--- src/rtl/ttt_pkg.sv ---
// Shared types and arithmetic helpers for the token router and its drain channels.
package ttt_pkg;

  localparam int TTT_NUM_SOURCES     = 4;
  localparam int TTT_NEW_TOKENS_BITS = 4;
  localparam int TTT_WEIGHT_BITS     = 4;
  localparam int TTT_PENDING_BITS    = 8;

  typedef logic signed [TTT_NEW_TOKENS_BITS-1:0] new_tokens_t;
  typedef logic signed [TTT_WEIGHT_BITS-1:0]     weight_t;
  typedef logic signed [TTT_PENDING_BITS-1:0]    pending_t;

  // Clamp a signed value into the range of a signed field 'width' bits wide.
  function automatic logic signed [31:0] sat(input logic signed [31:0] value, input int width);
    logic signed [31:0] hi;
    logic signed [31:0] lo;
    hi = (32'sd1 <<< (width - 1)) - 32'sd1;
    lo = -hi - 32'sd1;
    if (value > hi) return hi;
    if (value < lo) return lo;
    return value;
  endfunction

endpackage

--- src/rtl/ttt_token_router_if.sv ---
// Source-side events/weights and core-side token deltas of one token router.
interface ttt_token_router_if
  import ttt_pkg::*;
#(
  parameter int NUM_SOURCES     = TTT_NUM_SOURCES,
  parameter int NEW_TOKENS_BITS = TTT_NEW_TOKENS_BITS,
  parameter int WEIGHT_BITS     = TTT_WEIGHT_BITS
);
  logic [NUM_SOURCES-1:0]             src_token_start;
  logic [NUM_SOURCES-1:0]             src_token_end;
  logic [NUM_SOURCES*WEIGHT_BITS-1:0] good_weights;
  logic [NUM_SOURCES*WEIGHT_BITS-1:0] bad_weights;
  logic signed [NEW_TOKENS_BITS-1:0]  new_good_tokens;
  logic signed [NEW_TOKENS_BITS-1:0]  new_bad_tokens;
  logic [NUM_SOURCES-1:0]             active;
  logic                               idle;
  logic                               overflow;

  modport master (
    output src_token_start, src_token_end, good_weights, bad_weights,
    input  new_good_tokens, new_bad_tokens, active, idle, overflow
  );

  modport slave (
    input  src_token_start, src_token_end, good_weights, bad_weights,
    output new_good_tokens, new_bad_tokens, active, idle, overflow
  );
endinterface

--- src/rtl/ttt_token_drain.sv ---
// One token channel: residual accumulator, clamp to the output range and sticky overflow.
module ttt_token_drain
  import ttt_pkg::*;
#(
  parameter int NEW_TOKENS_BITS = TTT_NEW_TOKENS_BITS,
  parameter int PENDING_BITS    = TTT_PENDING_BITS
) (
  input  logic                              clock_fast,
  input  logic                              reset,
  input  logic signed [PENDING_BITS:0]      i_delta,
  output logic signed [NEW_TOKENS_BITS-1:0] o_tokens,
  output logic                              o_residualZero,
  output logic                              o_overflow
);
  localparam int SW = PENDING_BITS + 2;

  logic signed [PENDING_BITS-1:0]    r_residual;
  logic signed [NEW_TOKENS_BITS-1:0] r_tokens;
  logic                              r_overflow;

  logic signed [SW-1:0]           w_sum;
  logic signed [SW-1:0]           w_emit;
  logic signed [SW-1:0]           w_remainder;
  logic signed [PENDING_BITS-1:0] w_remSat;
  logic                           w_saturated;

  // Whatever does not fit in one output step stays behind for later cycles.
  always_comb begin
    w_sum       = SW'(r_residual) + SW'(i_delta);
    w_emit      = SW'(sat(32'(w_sum), NEW_TOKENS_BITS));
    w_remainder = w_sum - w_emit;
    w_remSat    = PENDING_BITS'(sat(32'(w_remainder), PENDING_BITS));
    w_saturated = (32'(w_remainder) != 32'(w_remSat));
  end

  always_ff @(posedge clock_fast) begin
    if (reset) begin
      r_residual <= '0;
      r_tokens   <= '0;
      r_overflow <= 1'b0;
    end else begin
      r_residual <= w_remSat;
      r_tokens   <= NEW_TOKENS_BITS'(w_emit);
      r_overflow <= r_overflow | w_saturated;
    end
  end

  assign o_tokens       = r_tokens;
  assign o_residualZero = (r_residual == '0);
  assign o_overflow     = r_overflow;
endmodule

--- src/rtl/ttt_token_router.sv ---
// Fan-in of upstream token start/end pulses into weighted good/bad token deltas for one core.
module ttt_token_router
  import ttt_pkg::*;
#(
  parameter int NUM_SOURCES     = TTT_NUM_SOURCES,
  parameter int NEW_TOKENS_BITS = TTT_NEW_TOKENS_BITS,
  parameter int WEIGHT_BITS     = TTT_WEIGHT_BITS,
  parameter int PENDING_BITS    = TTT_PENDING_BITS
) (
  input  logic                 clock_fast,
  input  logic                 reset,
  ttt_token_router_if.slave    bus
);
  localparam int DW = PENDING_BITS + 1;

  logic [NUM_SOURCES-1:0]        r_active;
  logic signed [WEIGHT_BITS-1:0] r_goodW [NUM_SOURCES];
  logic signed [WEIGHT_BITS-1:0] r_badW  [NUM_SOURCES];

  logic [NUM_SOURCES-1:0]            w_startEv;
  logic [NUM_SOURCES-1:0]            w_endEv;
  logic signed [DW-1:0]              w_deltaGood;
  logic signed [DW-1:0]              w_deltaBad;
  logic signed [NEW_TOKENS_BITS-1:0] w_goodTokens;
  logic signed [NEW_TOKENS_BITS-1:0] w_badTokens;
  logic                              w_goodZero;
  logic                              w_badZero;
  logic                              w_goodOvf;
  logic                              w_badOvf;

  // Only a clean start on an idle source or a clean end on a held source counts.
  assign w_startEv = bus.src_token_start & ~bus.src_token_end & ~r_active;
  assign w_endEv   = bus.src_token_end & ~bus.src_token_start & r_active;

  always_comb begin
    w_deltaGood = '0;
    w_deltaBad  = '0;
    for (int i = 0; i < NUM_SOURCES; i++) begin
      if (w_startEv[i]) begin
        w_deltaGood = w_deltaGood + DW'($signed(bus.good_weights[i*WEIGHT_BITS +: WEIGHT_BITS]));
        w_deltaBad  = w_deltaBad  + DW'($signed(bus.bad_weights[i*WEIGHT_BITS +: WEIGHT_BITS]));
      end else if (w_endEv[i]) begin
        w_deltaGood = w_deltaGood - DW'(r_goodW[i]);
        w_deltaBad  = w_deltaBad  - DW'(r_badW[i]);
      end
    end
  end

  // An end withdraws exactly what its start contributed, so the weight is latched at start.
  always_ff @(posedge clock_fast) begin
    if (reset) begin
      r_active <= '0;
      for (int i = 0; i < NUM_SOURCES; i++) begin
        r_goodW[i] <= '0;
        r_badW[i]  <= '0;
      end
    end else begin
      for (int i = 0; i < NUM_SOURCES; i++) begin
        if (w_startEv[i]) begin
          r_active[i] <= 1'b1;
          r_goodW[i]  <= bus.good_weights[i*WEIGHT_BITS +: WEIGHT_BITS];
          r_badW[i]   <= bus.bad_weights[i*WEIGHT_BITS +: WEIGHT_BITS];
        end else if (w_endEv[i]) begin
          r_active[i] <= 1'b0;
        end
      end
    end
  end

  ttt_token_drain #(.NEW_TOKENS_BITS(NEW_TOKENS_BITS), .PENDING_BITS(PENDING_BITS)) u_goodDrain (
    .clock_fast     (clock_fast),
    .reset          (reset),
    .i_delta        (w_deltaGood),
    .o_tokens       (w_goodTokens),
    .o_residualZero (w_goodZero),
    .o_overflow     (w_goodOvf)
  );

  ttt_token_drain #(.NEW_TOKENS_BITS(NEW_TOKENS_BITS), .PENDING_BITS(PENDING_BITS)) u_badDrain (
    .clock_fast     (clock_fast),
    .reset          (reset),
    .i_delta        (w_deltaBad),
    .o_tokens       (w_badTokens),
    .o_residualZero (w_badZero),
    .o_overflow     (w_badOvf)
  );

  assign bus.new_good_tokens = w_goodTokens;
  assign bus.new_bad_tokens  = w_badTokens;
  assign bus.active          = r_active;
  assign bus.overflow        = w_goodOvf | w_badOvf;
  assign bus.idle            = w_goodZero & w_badZero & (w_goodTokens == '0) & (w_badTokens == '0);
endmodule

--- src/flat_wrapper.sv ---
// flat-port wrapper written by rule: the top's interface ports become plain ports
module ttt_token_router_flat import ttt_pkg::*;
#(
  parameter int NUM_SOURCES     = TTT_NUM_SOURCES,
  parameter int NEW_TOKENS_BITS = TTT_NEW_TOKENS_BITS,
  parameter int WEIGHT_BITS     = TTT_WEIGHT_BITS,
  parameter int PENDING_BITS    = TTT_PENDING_BITS
)
  (clock_fast, reset, bus_src_token_start, bus_src_token_end, bus_good_weights, bus_bad_weights, bus_new_good_tokens, bus_new_bad_tokens, bus_active, bus_idle, bus_overflow);
  ttt_token_router_if #(.NUM_SOURCES(NUM_SOURCES), .NEW_TOKENS_BITS(NEW_TOKENS_BITS), .WEIGHT_BITS(WEIGHT_BITS)) bus_i ();
  input  logic clock_fast;
  input  logic reset;
  input wire logic [$bits(bus_i.src_token_start)-1:0] bus_src_token_start;
  input wire logic [$bits(bus_i.src_token_end)-1:0] bus_src_token_end;
  input wire logic [$bits(bus_i.good_weights)-1:0] bus_good_weights;
  input wire logic [$bits(bus_i.bad_weights)-1:0] bus_bad_weights;
  output wire logic [$bits(bus_i.new_good_tokens)-1:0] bus_new_good_tokens;
  output wire logic [$bits(bus_i.new_bad_tokens)-1:0] bus_new_bad_tokens;
  output wire logic [$bits(bus_i.active)-1:0] bus_active;
  output wire logic [$bits(bus_i.idle)-1:0] bus_idle;
  output wire logic [$bits(bus_i.overflow)-1:0] bus_overflow;
  assign bus_i.src_token_start = bus_src_token_start;
  assign bus_i.src_token_end = bus_src_token_end;
  assign bus_i.good_weights = bus_good_weights;
  assign bus_i.bad_weights = bus_bad_weights;
  assign bus_new_good_tokens = bus_i.new_good_tokens;
  assign bus_new_bad_tokens = bus_i.new_bad_tokens;
  assign bus_active = bus_i.active;
  assign bus_idle = bus_i.idle;
  assign bus_overflow = bus_i.overflow;
  ttt_token_router #(.NUM_SOURCES(NUM_SOURCES), .NEW_TOKENS_BITS(NEW_TOKENS_BITS), .WEIGHT_BITS(WEIGHT_BITS), .PENDING_BITS(PENDING_BITS)) u_core (.clock_fast(clock_fast), .reset(reset), .bus(bus_i));
endmodule
--- config.mk ---
export PLATFORM = sky130hd
export DESIGN_NAME = ttt_token_router_flat
export DESIGN_NICKNAME = d
export VERILOG_FILES = /design/src/rtl/ttt_pkg.sv /design/src/rtl/ttt_token_router_if.sv /design/src/rtl/ttt_token_drain.sv /design/src/rtl/ttt_token_router.sv /design/src/flat_wrapper.sv
export SDC_FILE = /design/constraint.sdc
export NUM_CORES = 1
export LEC_CHECK = 0
export CORE_ASPECT_RATIO = 2
export CORE_MARGIN = 3
export CORE_UTILIZATION = 65
export DETAILED_ROUTE_END_ITERATION = 10
export DONT_BUFFER_PORTS = 1
export HOLD_SLACK_MARGIN = 0.06
export PLACE_DENSITY = 0.81
export SLEW_MARGIN = 15
export SYNTH_ARGS = -nofsm -noshare
export SYNTH_HDL_FRONTEND = slang
export SYNTH_HIERARCHICAL = 1
export SYNTH_SLANG_ARGS = --single-unit
export TNS_END_PERCENT = 10
--- constraint.sdc ---
create_clock -name clock_fast -period 23.7 [get_ports clock_fast]
set_clock_uncertainty 0.2 [all_clocks]
set_input_delay 1.185 -clock clock_fast [delete_from_list [all_inputs] [get_ports clock_fast]]
set_output_delay 1.185 -clock clock_fast [all_outputs]
set_load 0.01 [all_outputs]
---- After elaboration in Yosys (flattened, before gate mapping) ----
Memory sizes are Yosys's and may differ from the RTL's.
Cells that the tools add are included.
storage, ports and cells
  output and inout port bits .............. 14
  register bits after elaboration ......... 30
  word-level logic and storage cells ...... 143
  RAM bits ................................ 32
  memories ................................ 2
memories
  name            words  width  rd ports  clocked after memory_dff  write ports  line                    source
  u_core.r_badW   4      4      4         0                         4            ttt_token_router.sv:18  logic signed [WEIGHT_BITS-1:0] r_badW [NUM_SOURCES];
  u_core.r_goodW  4      4      4         0                         4            ttt_token_router.sv:17  logic signed [WEIGHT_BITS-1:0] r_goodW [NUM_SOURCES];
operators by class
  reductions and logical operators ........ 8
  magnitude comparators ................... 8
  bitwise operators ....................... 21
  muxes and demuxes ....................... 74
  add/subtract/negate cells ............... 18
  equal/unequal tests ..................... 2
operators by type and width
  cell                 count
  $mux 9               16
  $mux 10              8
  $mux 8               8
  $add 9x4->9          6
  $sub 9x4->9          6
  $mux 1               34
  $mux 4               8
  $add 8x9->10         2
  $gt 10x4->1 const B  2
  $gt 10x8->1 const B  2
  $lt 10x4->1 const B  2
  $lt 10x8->1 const B  2
  $ne 10x8->1          2
  $sub 10x10->10       2
  $and 4x4->4          4
  $logic_not 8->1      2
  $not 4->4            3
  $or 1x1->1           11
  $sub 1x4->5 const A  2
  $logic_not 4->1      2
  $reduce_bool 2->1    4
  $and 1x1->1          3

---- Depth between registers and ports, before layout ----
Gate-level depths: netlist of the first run.
  depth in word-level cells ............... 28
  depth in mapped cells ................... 45
  gate-level depth less buffers ........... 45

---- Modules after synthesis ----
Netlist of the first run, hierarchy kept.
by module, submodules not included
  module                                cells each  area each (um^2)  instances
  ttt_token_router                      716         5972.0            1
  ttt_token_drain (u_core.u_goodDrain)  197         1636.6            1
  ttt_token_drain (u_core.u_badDrain)   176         1546.5            1

---- Worst setup path after synthesis of the first run ----
No wires, ideal clock.
  path type ............................... input to register
  start point ............................. input port bus_src_token_start[0]
  end point ............................... register u_core.u_badDrain.r_overflow, in the netlist u_core/u_badDrain/o_overflow
  data arrival time ....................... 9.737 ns
  path buffers ............................ 1
  slack ................................... 13.651 ns
  data required time ...................... 23.388 ns
  setup time .............................. 0.112 ns
  stages on the path ...................... 40
  path through ............................ and3b_1 buf_4 a22oi_1 inv_1 fa_1 a21o_1 a21oi_1 fa_1 o21ai_0 ha_1 a21oi_1 inv_1 o41a_1 xor2_1 o211a_1 ha_1 or4_1 o22ai_1 (+4 left out) ha_1 o21bai_1 mux2_2 and3_1 and4_1 nand4_1 ha_1 o21ai_0 ha_1 inv_1 fa_1 a211oi_1 o21ai_0 a21oi_1 xor2_1 nor2_1 nor4b_1 a2111oi_1
on the way
  cells in the longest elaborated chain, start to end .. 28
  elaborated cells on any way between the ends .. 39
  those cells by class .................... add/sub: 8; order compare: 4; eq/ne: 1; mux: 20; bitwise: 6
RTL lines
  element                          line                    source
  start: declaration               flat_wrapper.sv:13      input wire logic [$bits(bus_i.src_token_start)-1:0] bus_src_token_start;
  $not 4->4                        ttt_token_router.sv:33  assign w_endEv = bus.src_token_end & ~bus.src_token_start & r_active;
  $and 4x4->4 (2 in a row)         ttt_token_router.sv:33
  $mux 9                           ttt_token_router.sv:42  end else if (w_endEv[i]) begin
  $mux 9 (*)                       ttt_token_router.sv:39  if (w_startEv[i]) begin
  $sub 9x4->9                      ttt_token_router.sv:44  w_deltaBad = w_deltaBad - DW'(r_badW[i]);
  $mux 9                           ttt_token_router.sv:42
  $mux 9 (*)                       ttt_token_router.sv:39
  $sub 9x4->9                      ttt_token_router.sv:44
  (+5 left out)                    n/a
  net u_core.w_deltaBad[8]         ttt_token_router.sv:23  logic signed [DW-1:0] w_deltaBad;
  (+6 left out)                    n/a
  net u_core.u_badDrain.w_emit[0]  ttt_token_drain.sv:22   logic signed [SW-1:0] w_emit;
  $sub 10x10->10 (*)               ttt_token_drain.sv:31   w_remainder = w_sum - w_emit;
  $lt 10x8->1                      ttt_pkg.sv:20           if (value < lo) return lo;
  $mux 1 (2 in a row)              ttt_pkg.sv:20
  $mux 8                           ttt_pkg.sv:21           return value;
  $mux 8                           ttt_pkg.sv:20
  $ne 10x8->1 (*)                  ttt_token_drain.sv:33   w_saturated = (32'(w_remainder) != 32'(w_remSat));
  $or 1x1->1 (*)                   ttt_token_drain.sv:44   r_overflow <= r_overflow | w_saturated;
  end signal: assignment           ttt_token_drain.sv:44
  end: declaration                 ttt_token_drain.sv:19   logic r_overflow;
Mark *: on every way through the listed nets, which the timed path passes. The rest lies on a longest branch. The select of a mux whose other input is x is not followed.
A chain may end at the register's enable or synchronous reset.

---- Final worst setup path of the first run ----
  start point ............................. input port bus_src_token_start[0]
  end point ............................... register u_core.u_goodDrain.r_residual[6]
on the way
  cells in the longest elaborated chain, start to end .. 26
  elaborated cells on any way between the ends .. 37
  those cells by class .................... add/sub: 8; order compare: 4; mux: 20; bitwise: 5
RTL lines
  element                    line                    source
  $not 4->4                  ttt_token_router.sv:33
  $and 4x4->4 (2 in a row)   ttt_token_router.sv:33
  $mux 9                     ttt_token_router.sv:42
  $mux 9 (*)                 ttt_token_router.sv:39
  $sub 9x4->9                ttt_token_router.sv:43  w_deltaGood = w_deltaGood - DW'(r_goodW[i]);
  $mux 9                     ttt_token_router.sv:42
  $mux 9 (*)                 ttt_token_router.sv:39
  $sub 9x4->9                ttt_token_router.sv:43
  (+5 left out)              n/a
  net u_core.w_deltaGood[7]  ttt_token_router.sv:22  logic signed [DW-1:0] w_deltaGood;
  (+2 left out)              n/a
  $mux 1 (2 in a row)        ttt_pkg.sv:20
  $mux 10                    ttt_pkg.sv:21
  $mux 10                    ttt_pkg.sv:20
  $sub 10x10->10 (*)         ttt_token_drain.sv:31
  $lt 10x8->1                ttt_pkg.sv:20
  $mux 1 (2 in a row)        ttt_pkg.sv:20
  $mux 8                     ttt_pkg.sv:21
  $mux 8 (*)                 ttt_pkg.sv:20
  end signal: assignment     ttt_token_drain.sv:42   r_residual <= w_remSat;
  end: declaration           ttt_token_drain.sv:17   logic signed [PENDING_BITS-1:0] r_residual;
Marks and branches as above.

==> results of run 1 <==
## worst paths after layout
path	end	slack [ps]
max	u_core/u_goodDrain/r_residual[6]$_SDFF_PP0_	12620
min	u_core/bus.active[1]$_SDFFE_PP0P_	390
max reg2reg	u_core/u_goodDrain/r_residual[6]$_SDFF_PP0_	12970
min reg2reg	u_core/bus.active[1]$_SDFFE_PP0P_	390
## final cells by class
| type | count | area [um^2] |
|---|---|---|
| multi-input combinational | 933 | 7216 |
| fill | 1110 | 4006 |
| sequential | 62 | 1562 |
| inverter | 73 | 274.0 |
| tap | 186 | 232.7 |
| clock buffer | 9 | 225.2 |
| clock inverter | 7 | 47.55 |
| timing repair buffer | 3 | 22.52 |
| antenna | 1 | 2.502 |
## cells by family after synthesis
| group | count (synthesis) |
|---|---|
| compound gates | 367 |
| simple gates | 333 |
| fa+ha+maj | 144 |
| buf+inv | 94 |
| xor+xnor | 74 |
| flops | 62 |
| mux | 15 |
## cell usage in the layout (no fill, tap or decap), drive strengths merged, types with 8 or more instances in the layout
master and n:
and3 8, dfxtp 30, o21ai 87, a21oi 70, ha 124, nor2 91
nand2 50, a21o 21, inv 76, a21boi 9, xor2 38, nor2b 24
fa 20, a22oi 8, a31oi 9, and2 33, edfxtp 32, a211oi 17
xnor2 36, nand2b 25, or3 9, o31ai 11, clkbuf 9, o21a 28
or4 13, o22ai 17, o211ai 17, mux2i 9, nor3 28
## worst max-delay path, delay by kind of cell
| kind | cells | cell delay [ps] |
|---|---|---|
| muxes | 1 | 160 |
| and+or+nand+nor | 9 | 1470 |
| AOI/OAI and AO/OA | 17 | 4660 |
| adders and majority gates | 7 | 2600 |
| xor gates and xnor gates | 3 | 720 |
| buffers and inverters | 2 | 250 |
## layer usage
| metal | up-vias | wire length (um) | GRT usage |
|---|---|---|---|
| met5 | - | 0 | 0 |
| met4 | 0 | 1704 | 0.2180 |
| met3 | 119 | 1238 | 0.06169 |
| met2 | 251 | 13360 | 0.6186 |
| met1 | 3926 | 8151 | 0.2731 |
| li1 | 4085 | - | - |
## flip-flops by register name, summed over array words and instances (netlist names)
| signal | cells |
|---|---|
| u_core/r_goodW | 16 |
| u_core/bus.active | 4 |
| u_core/u_badDrain/o_overflow | 1 |
| u_core/u_goodDrain/o_tokens | 4 |
| u_core/u_goodDrain/r_residual | 8 |
| u_core/u_badDrain/o_tokens | 4 |
| u_core/r_badW | 16 |
| u_core/u_badDrain/r_residual | 8 |
| u_core/u_goodDrain/o_overflow | 1 |
## through the flow
stage	util	area (um^2)	hold WS (ps)	setup slack, ps	std cells
4_1_cts	0.7050	9579	390.1	12720	1273
2_1_floorplan	-	9155	339.3	13650	1089
3_3_place_gp	0.6849	9306	363.3	12740	1257
3_5_place_dp	0.6849	9306	381.9	12410	1257
5_1_grt	0.7052	9582	432.3	11910	1274
6_report	0.7052	9582	392.9	12620	1274
==> parameters.txt, run 1 <==
Parameter                              Value

Global routing
  Total global-route track usage    0.3131
  Global-route wire length before repair    40.34 mm
  Via count of the first global-routing pass    8,745
  Initial antenna violation count    1
  Pin count of the biggest net entering global routing    45
  Sum of overflow across all layers after global routing    0

Floorplanning
  Placeable Area    0.01359 mm^2
  Initial core utilization    0.6738
  Die Footprint    0.01563 mm^2
  Number of primary I/O pins    56
  Placement Rows    60
  Die Height    173.8 um
  X dimension of the die    89.92 um

Critical path
  Launch point of the worst reg-to-reg path    u_core/bus.active[0]$_SDFFE_PP0P_
  Path depth of the worst reg2reg path    39
  Stage delay of the slowest cell on the critical path    between 600 and 700 ps
  Worst endpoint data arrival time    11,090 ps
  Library cell appearing most often on the critical path    sky130_fd_sc_hd__ha_1
  Critical Path End Type    flip-flop
  Cell type of the slowest stage on the worst timing path    sky130_fd_sc_hd__o311ai_1
  CP startpoint    bus_src_token_start[0]
  Worst path required time    approximately 24,000 ps
  Max FO, Critical Path    8
  Critical Path Start Type    input pin
  Category of the critical setup timing path    input pin to flip-flop

STA
  Setup repair after global routing missed its margin    no
  Pins over their slew limit    0
  Slew at the pin closest to its max-slew limit    approximately 1200 ps
  Final-report hold violation count    0
  Total setup violations reported at the end of the flow    0
  Setup tns final    0 ps
  Worst max-slew margin expressed relative to the limit    0.2193
  Max Freq    90.23 MHz
  Final worst path period need    11,080 ps
  Final cycle utilization of the critical path    0.4676

Clocking
  CTS max path bufs    2
  H-tree levels    3
  Register clock-pin slew on the reported worst setup and hold paths    50 ps
  Number of gates given a new drive strength after cts    0
  Post-CTS setup buffers    0
  Number of buffers added by the clock tree synthesis step    9
  CTS tree    done
  Number of hold buffers added after CTS    0
  Root buffer selected by CTS    sky130_fd_sc_hd__clkbuf_16
  Worst skew pair latency    ~340 ps
  Clk sinks    62

Place
  Quantity of I/O buffers inserted on ports    0
  Sum of net half-perimeters after detailed placement    20.07 mm
  Final Wtd Congestion    between 0.9 and 1

Yosys
  Flip-flop and latch count after synthesis    62
  Post-synth EDFFs    32
  Mean instance size in the synthesized netlist    8.407 um^2
  Count of mapped cells out of synthesis    1,089
  Area fraction in and, or, nand and nor cells after synthesis    0.1967
  Sequential share of the synthesized area    0.1706
  Post-synthesis xor/xnor area fraction    0.07366
  Main combinational cell family by area after synthesis    compound AO/OA/AOI/OAI gates
  FFs w/ async S/R, synth    0
  Post-synthesis adder-cell area fraction    0.2132
  Synth area leader    sky130_fd_sc_hd__ha_1
  Largest cells by area after synthesis    sky130_fd_sc_hd__ha_1 (17%), sky130_fd_sc_hd__edfxtp_1 (10%), sky130_fd_sc_hd__dfxtp_1 (6.6%)
  Compound-cell area share of the yosys netlist    0.2856
  Primary FF master, synth    sky130_fd_sc_hd__edfxtp_1
  Post-synth cell types    96
  Syn_nets    1,275
  Count leader, synth    sky130_fd_sc_hd__ha_1
  Fraction of post-synthesis cell area in the top cell type by area    0.1695
  List of most frequent post-synthesis cells    sky130_fd_sc_hd__ha_1 (124), sky130_fd_sc_hd__nor2_1 (91), sky130_fd_sc_hd__o21ai_0 (76)
  Yosys synthesis warning count    6
  Share of cell area taken by muxes after synthesis    0.01900
  Combined area of all synthesized cells    0.009155 mm^2

Run
  Max_cap viols    0

Routing
  DRC viols    0
  Number of vias per cell    6.578
  Vias after detailed routing    8,381
  1st-pass router iterations    4
  Detail-routed net length per standard cell    19.19 um
  Routed Antenna Nets    0
  Total wire length    24.45 mm
  Initial DRC count    a little under 400

Layout
  Number of nets in the layout    1,268
  Post-synthesis to final-layout area growth    4.660%
  Share of cells above drive strength 1    0.07452

Hold path
  Hold depth    2
  Launch instance of the worst min-delay path    u_core/bus.active[1]$_SDFFE_PP0P_
  HP Class    flip-flop to flip-flop

Outcome
  Run status    finished clean
Power of run 1 is left out: the tool's default activity adds up to more than one toggle a clock period on the data nets, which glitch-free logic cannot reach.
==> run 2: changes to the inputs <==
==> constraint.sdc (replaced) <==
create_clock -name clock_fast -period 10.81 [get_ports clock_fast]
set_clock_uncertainty 0.2 [all_clocks]
set_input_delay 0.5405 -clock clock_fast [delete_from_list [all_inputs] [get_ports clock_fast]]
set_output_delay 0.5405 -clock clock_fast [all_outputs]
set_load 0.01 [all_outputs]
==> run 2 against run 1 <==
Net effect:
- wire length fell by 0.58%
- sequential share of layout area fell by 0.18 points
- core utilization rose by 0.87 points
- critical endpoint is now u_core/u_goodDrain/r_residual[3]$_SDFF_PP0_
- clock-buffer cell count rose by 1
- final area rose by 1.2%
- hold slack got worse by 310 ps
- register-to-register slack got worse by 12000 ps
- first-iteration DRC count fell by 10%
- flip-flop and latch count did not move
==> parameters.txt, run 2 (synthesis results as in run 1) <==
Parameter                              Value

Critical path
  Worst endpoint data arrival time    10,130 ps (was 11,090 ps)
  Critical Path Start Type    flip-flop (was input pin)
  Worst path required time    10,800 ps (was 23,710 ps)
  Library cell appearing most often on the critical path    sky130_fd_sc_hd__ha_1 (unchanged)
  Buffers plus inverters on the worst setup path    3 (was 2)
  Cell type of the slowest stage on the worst timing path    sky130_fd_sc_hd__fa_1 (was sky130_fd_sc_hd__o311ai_1)
  Critical Path End Type    flip-flop (unchanged)
  Category of the critical setup timing path    flip-flop to flip-flop (was input pin to flip-flop)
  Kind of cell adding the most delay to the critical path    compound AO/OA/AOI/OAI gates (unchanged)
  Max FO, Critical Path    8 (unchanged)
  Stage delay of the slowest cell on the critical path    460 ps (was 680 ps)

Routing
  Vias after detailed routing    8,411 (was 8,381)
  Detail-routed net length per standard cell    19.02 um (was 19.19 um)
  Routed Antenna Nets    0 (unchanged)
  Initial DRC count    347 (was 387)
  Total wire length    24.31 mm (was 24.45 mm)
  1st-pass router iterations    5 (was 4)
  Number of vias per cell    6.581 (was 6.578)
  DRC viols    0 (unchanged)

Floorplanning
  X dimension of the die    89.92 um (unchanged)
  Placeable Area    0.01359 mm^2 (unchanged)
  Placement Rows    60 (unchanged)
  Number of primary I/O pins    56 (unchanged)
  Die Height    173.8 um (unchanged)
  Initial core utilization    0.6738 (unchanged)
  Die Footprint    0.01563 mm^2 (unchanged)

STA
  Worst hold slack    78.51 ps (was 392.9 ps)
  Final cycle utilization of the critical path    0.9377
  Final-report hold violation count    0 (unchanged)
  Total setup violations reported at the end of the flow    0 (unchanged)
  Setup tns final    0 ps (unchanged)
  Slew at the pin closest to its max-slew limit    1002 ps (was 1169 ps)
  Final worst path period need    10,140 ps
  Setup repair after global routing missed its margin    no (unchanged)
  Worst max-slew margin expressed relative to the limit    0.3322 (was 0.2193)
  Max Freq    98.66 MHz
  Pins over their slew limit    0 (unchanged)

Clocking
  CTS tree    done (unchanged)
  Worst skew pair latency    330 ps (was 340 ps)
  Register clock-pin slew on the reported worst setup and hold paths    60 ps (was 50 ps)
  H-tree levels    3 (unchanged)
  CTS max path bufs    2 (unchanged)
  Clk sinks    62 (unchanged)
  Number of hold buffers added after CTS    0 (unchanged)
  Number of buffers added by the clock tree synthesis step    9 (unchanged)
  Root buffer selected by CTS    sky130_fd_sc_hd__clkbuf_16 (unchanged)

Place
  Sum of net half-perimeters after detailed placement    19.69 mm (was 20.07 mm)
  Final Wtd Congestion    0.9954 (was 0.9717)
  Quantity of I/O buffers inserted on ports    0 (unchanged)

Run
  Max_cap viols    0 (unchanged)

Layout
  Post-synthesis to final-layout area growth    5.945% (was 4.660%)
  Most common cell after layout, fill and taps aside    sky130_fd_sc_hd__ha_1 (unchanged)
  Share of cells above drive strength 1    0.08341 (was 0.07452)
  Number of nets in the layout    1,272 (was 1,268)
  Most frequent cells in the layout    sky130_fd_sc_hd__ha_1 (124), sky130_fd_sc_hd__nor2_1 (91), sky130_fd_sc_hd__o21ai_0 (72), sky130_fd_sc_hd__inv_1 (71), sky130_fd_sc_hd__a21oi_1 (64) (was sky130_fd_sc_hd__ha_1 (124), sky130_fd_sc_hd__nor2_1 (91), sky130_fd_sc_hd__o21ai_0 (76), sky130_fd_sc_hd__inv_1 (71), sky130_fd_sc_hd__a21oi_1 (64))
  Largest registers    u_core/r_badW x16, u_core/r_goodW x16 (unchanged)

Hold path
  HP Class    input pin to flip-flop (was flip-flop to flip-flop)

Global routing
  Global-route wire length before repair    39.29 mm (was 40.34 mm)
  Sum of overflow across all layers after global routing    0 (unchanged)
  Via count of the first global-routing pass    8,520 (was 8,745)
  Total global-route track usage    0.3043 (was 0.3131)
  Initial antenna violation count    1 (unchanged)
  Pin count of the biggest net entering global routing    45 (unchanged)

Outcome
  Run status    finished clean (unchanged)
run 2: changes by cell type in the layout (fill, tap and decap cells not counted), sizes merged:
cell,before,now
clkbuf,9,10
buf,3,7
clkinv,3,2
bufinv,0,2
inv,76,74
run 2: timing repair:
action / 4_1_cts / 5_1_grt
setup buffers: 0 / 2
endpoints found under the hold margin: 0 / 0
endpoints found under the setup margin: 0 / 18
gates resized for setup: 0 / 15
run 2: final timing paths:
path | cells after the start | from | endpoint | slack [ps]
setup reg to reg | 40 | u_core/r_goodW[0][0]$_SDFFCE_PN0P_ | u_core/u_goodDrain/r_residual[3]$_SDFF_PP0_ | 670
hold reg to reg | 2 | u_core/bus.active[0]$_SDFFE_PP0P_ | u_core/bus.active[0]$_SDFFE_PP0P_ | 370
setup / recovery | 40 | u_core/r_goodW[0][0]$_SDFFCE_PN0P_ | u_core/u_goodDrain/r_residual[3]$_SDFF_PP0_ | 670
hold / removal | 1 | reset | u_core/u_badDrain/o_tokens[1]$_SDFF_PP0_ | 80
run 2: worst reg2reg max path, delay by kind of cell, from the launching register on:
kind / cells / cell delay, ps
multiplexers: 1 / 150
buffers and inverters: 3 / 310
AND/OR/NAND/NOR: 7 / 1030
adder cells (fa/ha/maj): 8 / 2900
AO/OA/AOI/OAI: 18 / 4320
XOR/XNOR: 3 / 690
flip-flops: 1 / 410
run 2: layer usage:
metal,up-vias,global-route usage,share of wire
li1,4086,-,-
met1,3993,0.2711,0.34
met2,241,0.6063,0.55
met3,91,0.05908,0.048
met4,0,0.1899,0.059
met5,-,0,0
run 2: cell type report:
cell class / count / area, um^2
clock buffers: 10 / 229.0
fillers: 1094 / 3889
well taps: 186 / 232.7
flip-flops and latches: 62 / 1563
diodes: 1 / 2.502
inverters: 73 / 274.0
repair buffers: 7 / 52.55
clock inverters: 6 / 85.08
multi-input cells: 933 / 7261
run 2: per-stage QoR:
stage,util,setup WS [ps],cells,cell area (um^2)
CTS,0.7091,210.6,1275,9635
detailed placement,0.6860,317.7,1259,9321
floorplan,-,1405,1089,9155
global route,0.7138,12.49,1278,9699
finish,0.7138,673.9,1278,9699
global placement,0.6860,510.5,1259,9321
Power of run 2 is left out for the same reason.
==> run 3: changes to the inputs <==
--- a/config.mk
+++ b/config.mk
@@ -11,7 +11,7 @@
 export DETAILED_ROUTE_END_ITERATION = 10
 export DONT_BUFFER_PORTS = 1
 export HOLD_SLACK_MARGIN = 0.06
-export PLACE_DENSITY = 0.81
+export PLACE_DENSITY = 0.84
 export SLEW_MARGIN = 15
 export SYNTH_ARGS = -nofsm -noshare
 export SYNTH_HDL_FRONTEND = slang
==> run 3 against run 2 <==
Net effect:
- wire length increased by 1.8%
- non-clock buffer count decreased by 2
- critical path depth decreased by 1
- die area unchanged
- hold slack got worse by 8.0 ps
==> parameters.txt, run 3 (synthesis results as in run 1) <==
Parameter                              Value

Global routing
  Global-route wire length before repair    40.52 mm (was 39.29 mm)
  Total global-route track usage    0.3130 (was 0.3043)
  Via count of the first global-routing pass    8,935 (was 8,520)
  Sum of overflow across all layers after global routing    0 (unchanged)
  Initial antenna violation count    0 (was 1)
  Pin count of the biggest net entering global routing    45 (unchanged)

Place
  Pre-CTS WS    119.7 ps (was 317.7 ps)
  Placed cell areas    0.009314 mm^2 (was 0.009321 mm^2)
  Quantity of I/O buffers inserted on ports    0 (unchanged)
  Final Wtd Congestion    0.9584 (was 0.9954)
  Sum of net half-perimeters after detailed placement    19.99 mm (was 19.69 mm)
  Number of cells after detailed placement    1,258 (was 1,259)

Layout
  Fillcell total    1,060 (was 1,094)
  Most common cell after layout, fill and taps aside    sky130_fd_sc_hd__ha_1 (unchanged)
  Antenna diode count    0 (was 1)
  Number of nets in the layout    1,270 (was 1,272)
  Fin area    0.009691 mm^2 (was 0.009699 mm^2)
  Largest registers    u_core/r_badW x16, u_core/r_goodW x16 (unchanged)
  Most frequent cells in the layout    sky130_fd_sc_hd__ha_1 (124), sky130_fd_sc_hd__nor2_1 (91), sky130_fd_sc_hd__o21ai_0 (73), sky130_fd_sc_hd__inv_1 (71), sky130_fd_sc_hd__a21oi_1 (64) (was sky130_fd_sc_hd__ha_1 (124), sky130_fd_sc_hd__nor2_1 (91), sky130_fd_sc_hd__o21ai_0 (72), sky130_fd_sc_hd__inv_1 (71), sky130_fd_sc_hd__a21oi_1 (64))
  Share of cells above drive strength 1    0.08540 (was 0.08341)
  Layout Cells excl Fill    1,275 (was 1,278)
  Post-synthesis to final-layout area growth    5.849% (was 5.945%)

Routing
  Number of vias per cell    6.764 (was 6.581)
  Vias after detailed routing    8,624 (was 8,411)
  Initial DRC count    350 (was 347)
  Detail-routed net length per standard cell    19.41 um (was 19.02 um)
  Routed Antenna Nets    0 (unchanged)
  Total wire length    24.75 mm (was 24.31 mm)
  1st-pass router iterations    5 (unchanged)
  DRC viols    0 (unchanged)

Floorplanning
  Die Height    173.8 um (unchanged)
  Placement Rows    60 (unchanged)
  X dimension of the die    89.92 um (unchanged)
  Placeable Area    0.01359 mm^2 (unchanged)
  Number of primary I/O pins    56 (unchanged)
  Initial core utilization    0.6738 (unchanged)
  Die Footprint    0.01563 mm^2 (unchanged)

Critical path
  CP startpoint    u_core/r_badW[0][0]$_SDFFCE_PN0P_ (was u_core/r_goodW[0][0]$_SDFFCE_PN0P_)
  Worst path required time    10,850 ps (was 10,800 ps)
  Buffers plus inverters on the worst setup path    4 (was 3)
  Worst endpoint data arrival time    10,160 ps (was 10,130 ps)
  Worst setup path endpoint    u_core/u_badDrain/r_residual[0]$_SDFF_PP0_ (was u_core/u_goodDrain/r_residual[3]$_SDFF_PP0_)
  Category of the critical setup timing path    flip-flop to flip-flop (unchanged)
  Kind of cell adding the most delay to the critical path    compound AO/OA/AOI/OAI gates (unchanged)
  Cell type of the slowest stage on the worst timing path    sky130_fd_sc_hd__or4_1 (was sky130_fd_sc_hd__fa_1)
  Max FO, Critical Path    8 (unchanged)
  Library cell appearing most often on the critical path    sky130_fd_sc_hd__ha_1 (unchanged)
  Launch point of the worst reg-to-reg path    u_core/r_badW[0][0]$_SDFFCE_PN0P_ (was u_core/r_goodW[0][0]$_SDFFCE_PN0P_)
  Critical R2R Capture    u_core/u_badDrain/r_residual[0]$_SDFF_PP0_ (was u_core/u_goodDrain/r_residual[3]$_SDFF_PP0_)
  Stages on worst setup path    39 (was 40)
  Critical Path Start Type    flip-flop (unchanged)
  Path depth of the worst reg2reg path    39 (was 40)
  Critical Path End Type    flip-flop (unchanged)
  Reg2reg setup slack    690 ps (was 670 ps)
  Stage delay of the slowest cell on the critical path    490 ps (was 460 ps)

Clocking
  Root buffer selected by CTS    sky130_fd_sc_hd__clkbuf_16 (unchanged)
  CTS tree    done (unchanged)
  H-tree levels    3 (unchanged)
  Number of hold buffers added after CTS    0 (unchanged)
  Number of buffers added by the clock tree synthesis step    9 (unchanged)
  CTS max path bufs    2 (unchanged)
  Worst skew pair latency    340 ps (was 330 ps)
  Register clock-pin slew on the reported worst setup and hold paths    60 ps (about the same)
  Clk sinks    62 (unchanged)

STA
  Total setup violations reported at the end of the flow    0 (unchanged)
  Max Freq    98.81 MHz (was 98.66 MHz)
  Final setup slack of the worst path    689.1 ps (was 673.9 ps)
  Slew at the pin closest to its max-slew limit    1174 ps (was 1002 ps)
  Pins over their slew limit    0 (unchanged)
  Final worst path period need    10,120 ps (was 10,140 ps)
  Final cycle utilization of the critical path    0.9363 (was 0.9377)
  Final-report hold violation count    0 (unchanged)
  Worst max-slew margin expressed relative to the limit    0.2156 (was 0.3322)

Run
  Max_cap viols    0 (unchanged)

Hold path
  HP Class    input pin to flip-flop (unchanged)

Outcome
  Run status    finished clean (unchanged)
## run 3: changes by cell type in the layout (fill, tap and decap cells not counted), sizes merged
| cell | previous run | this run |
|---|---|---|
| buf | 7 | 5 |
| bufinv | 2 | 0 |
| clkbuf | 10 | 11 |
| diode | 1 | 0 |
| inv | 74 | 75 |
## run 3: layer usage
metal  GRT usage  share of wire  up-vias
met5           0              0        -
met4      0.2263          0.079        0
met3     0.06342          0.055      154
met2      0.6113           0.54      341
met1      0.2745           0.33     4043
li1            -              -     4086
## run 3: worst reg2reg max path: cells and delay by family (launching register included)
family | cells | cell delay (ps)
AOI/OAI and AO/OA | 16 | 3690
adders and majority gates | 8 | 2880
and+or+nand+nor | 6 | 1540
xor gates and xnor gates | 4 | 690
buffers and inverters | 4 | 410
DFF | 1 | 410
muxes | 1 | 180
## run 3: how the worst min path moves through the flow
| stage | cells after the start | to | startpoint |
|---|---|---|---|
| after floorplan | 2 | u_core/bus.active[2]$_SDFFE_PP0P_ | u_core/bus.active[2]$_SDFFE_PP0P_ |
| after global placement | 2 | u_core/bus.active[1]$_SDFFE_PP0P_ | u_core/bus.active[1]$_SDFFE_PP0P_ |
| after detailed placement | 2 | u_core/bus.active[1]$_SDFFE_PP0P_ | u_core/bus.active[1]$_SDFFE_PP0P_ |
| after CTS | 1 | u_core/bus.active[3]$_SDFFE_PP0P_ | reset |
| after global routing | 1 | u_core/u_badDrain/r_residual[7]$_SDFF_PP0_ | reset |
| final | 1 | u_core/u_badDrain/o_tokens[3]$_SDFF_PP0_ | reset |
## run 3: timing repair
item / CTS / global route
resized for setup: 0 / 16
setup buffers: 0 / 1
setup endpoints to repair: 0 / 18
## run 3: final cells by class
class,instances,area [um^2],area share
timing repair buffer,5,37.54,0.003873
inverter,73,274.0,0.02828
sequential,62,1563,0.1613
multi-input combinational,933,7272,0.7504
tap,186,232.7,0.02402
clock inverter,5,36.28,0.003744
clock buffer,11,275.3,0.02841
## run 3: through the flow
stage / util / setup TNS (ps) / hold WS [ps]
final: 0.7132 / 0 / 70.55
after global routing: 0.7132 / -125.2 / 61.85
after CTS: 0.7084 / 0 / 65.47
after detailed placement: 0.6855 / 0 / 381.7
after global placement: 0.6855 / 0 / 356.2
after floorplan: - / 0 / 339.3
Power of run 3 is left out for the same reason.
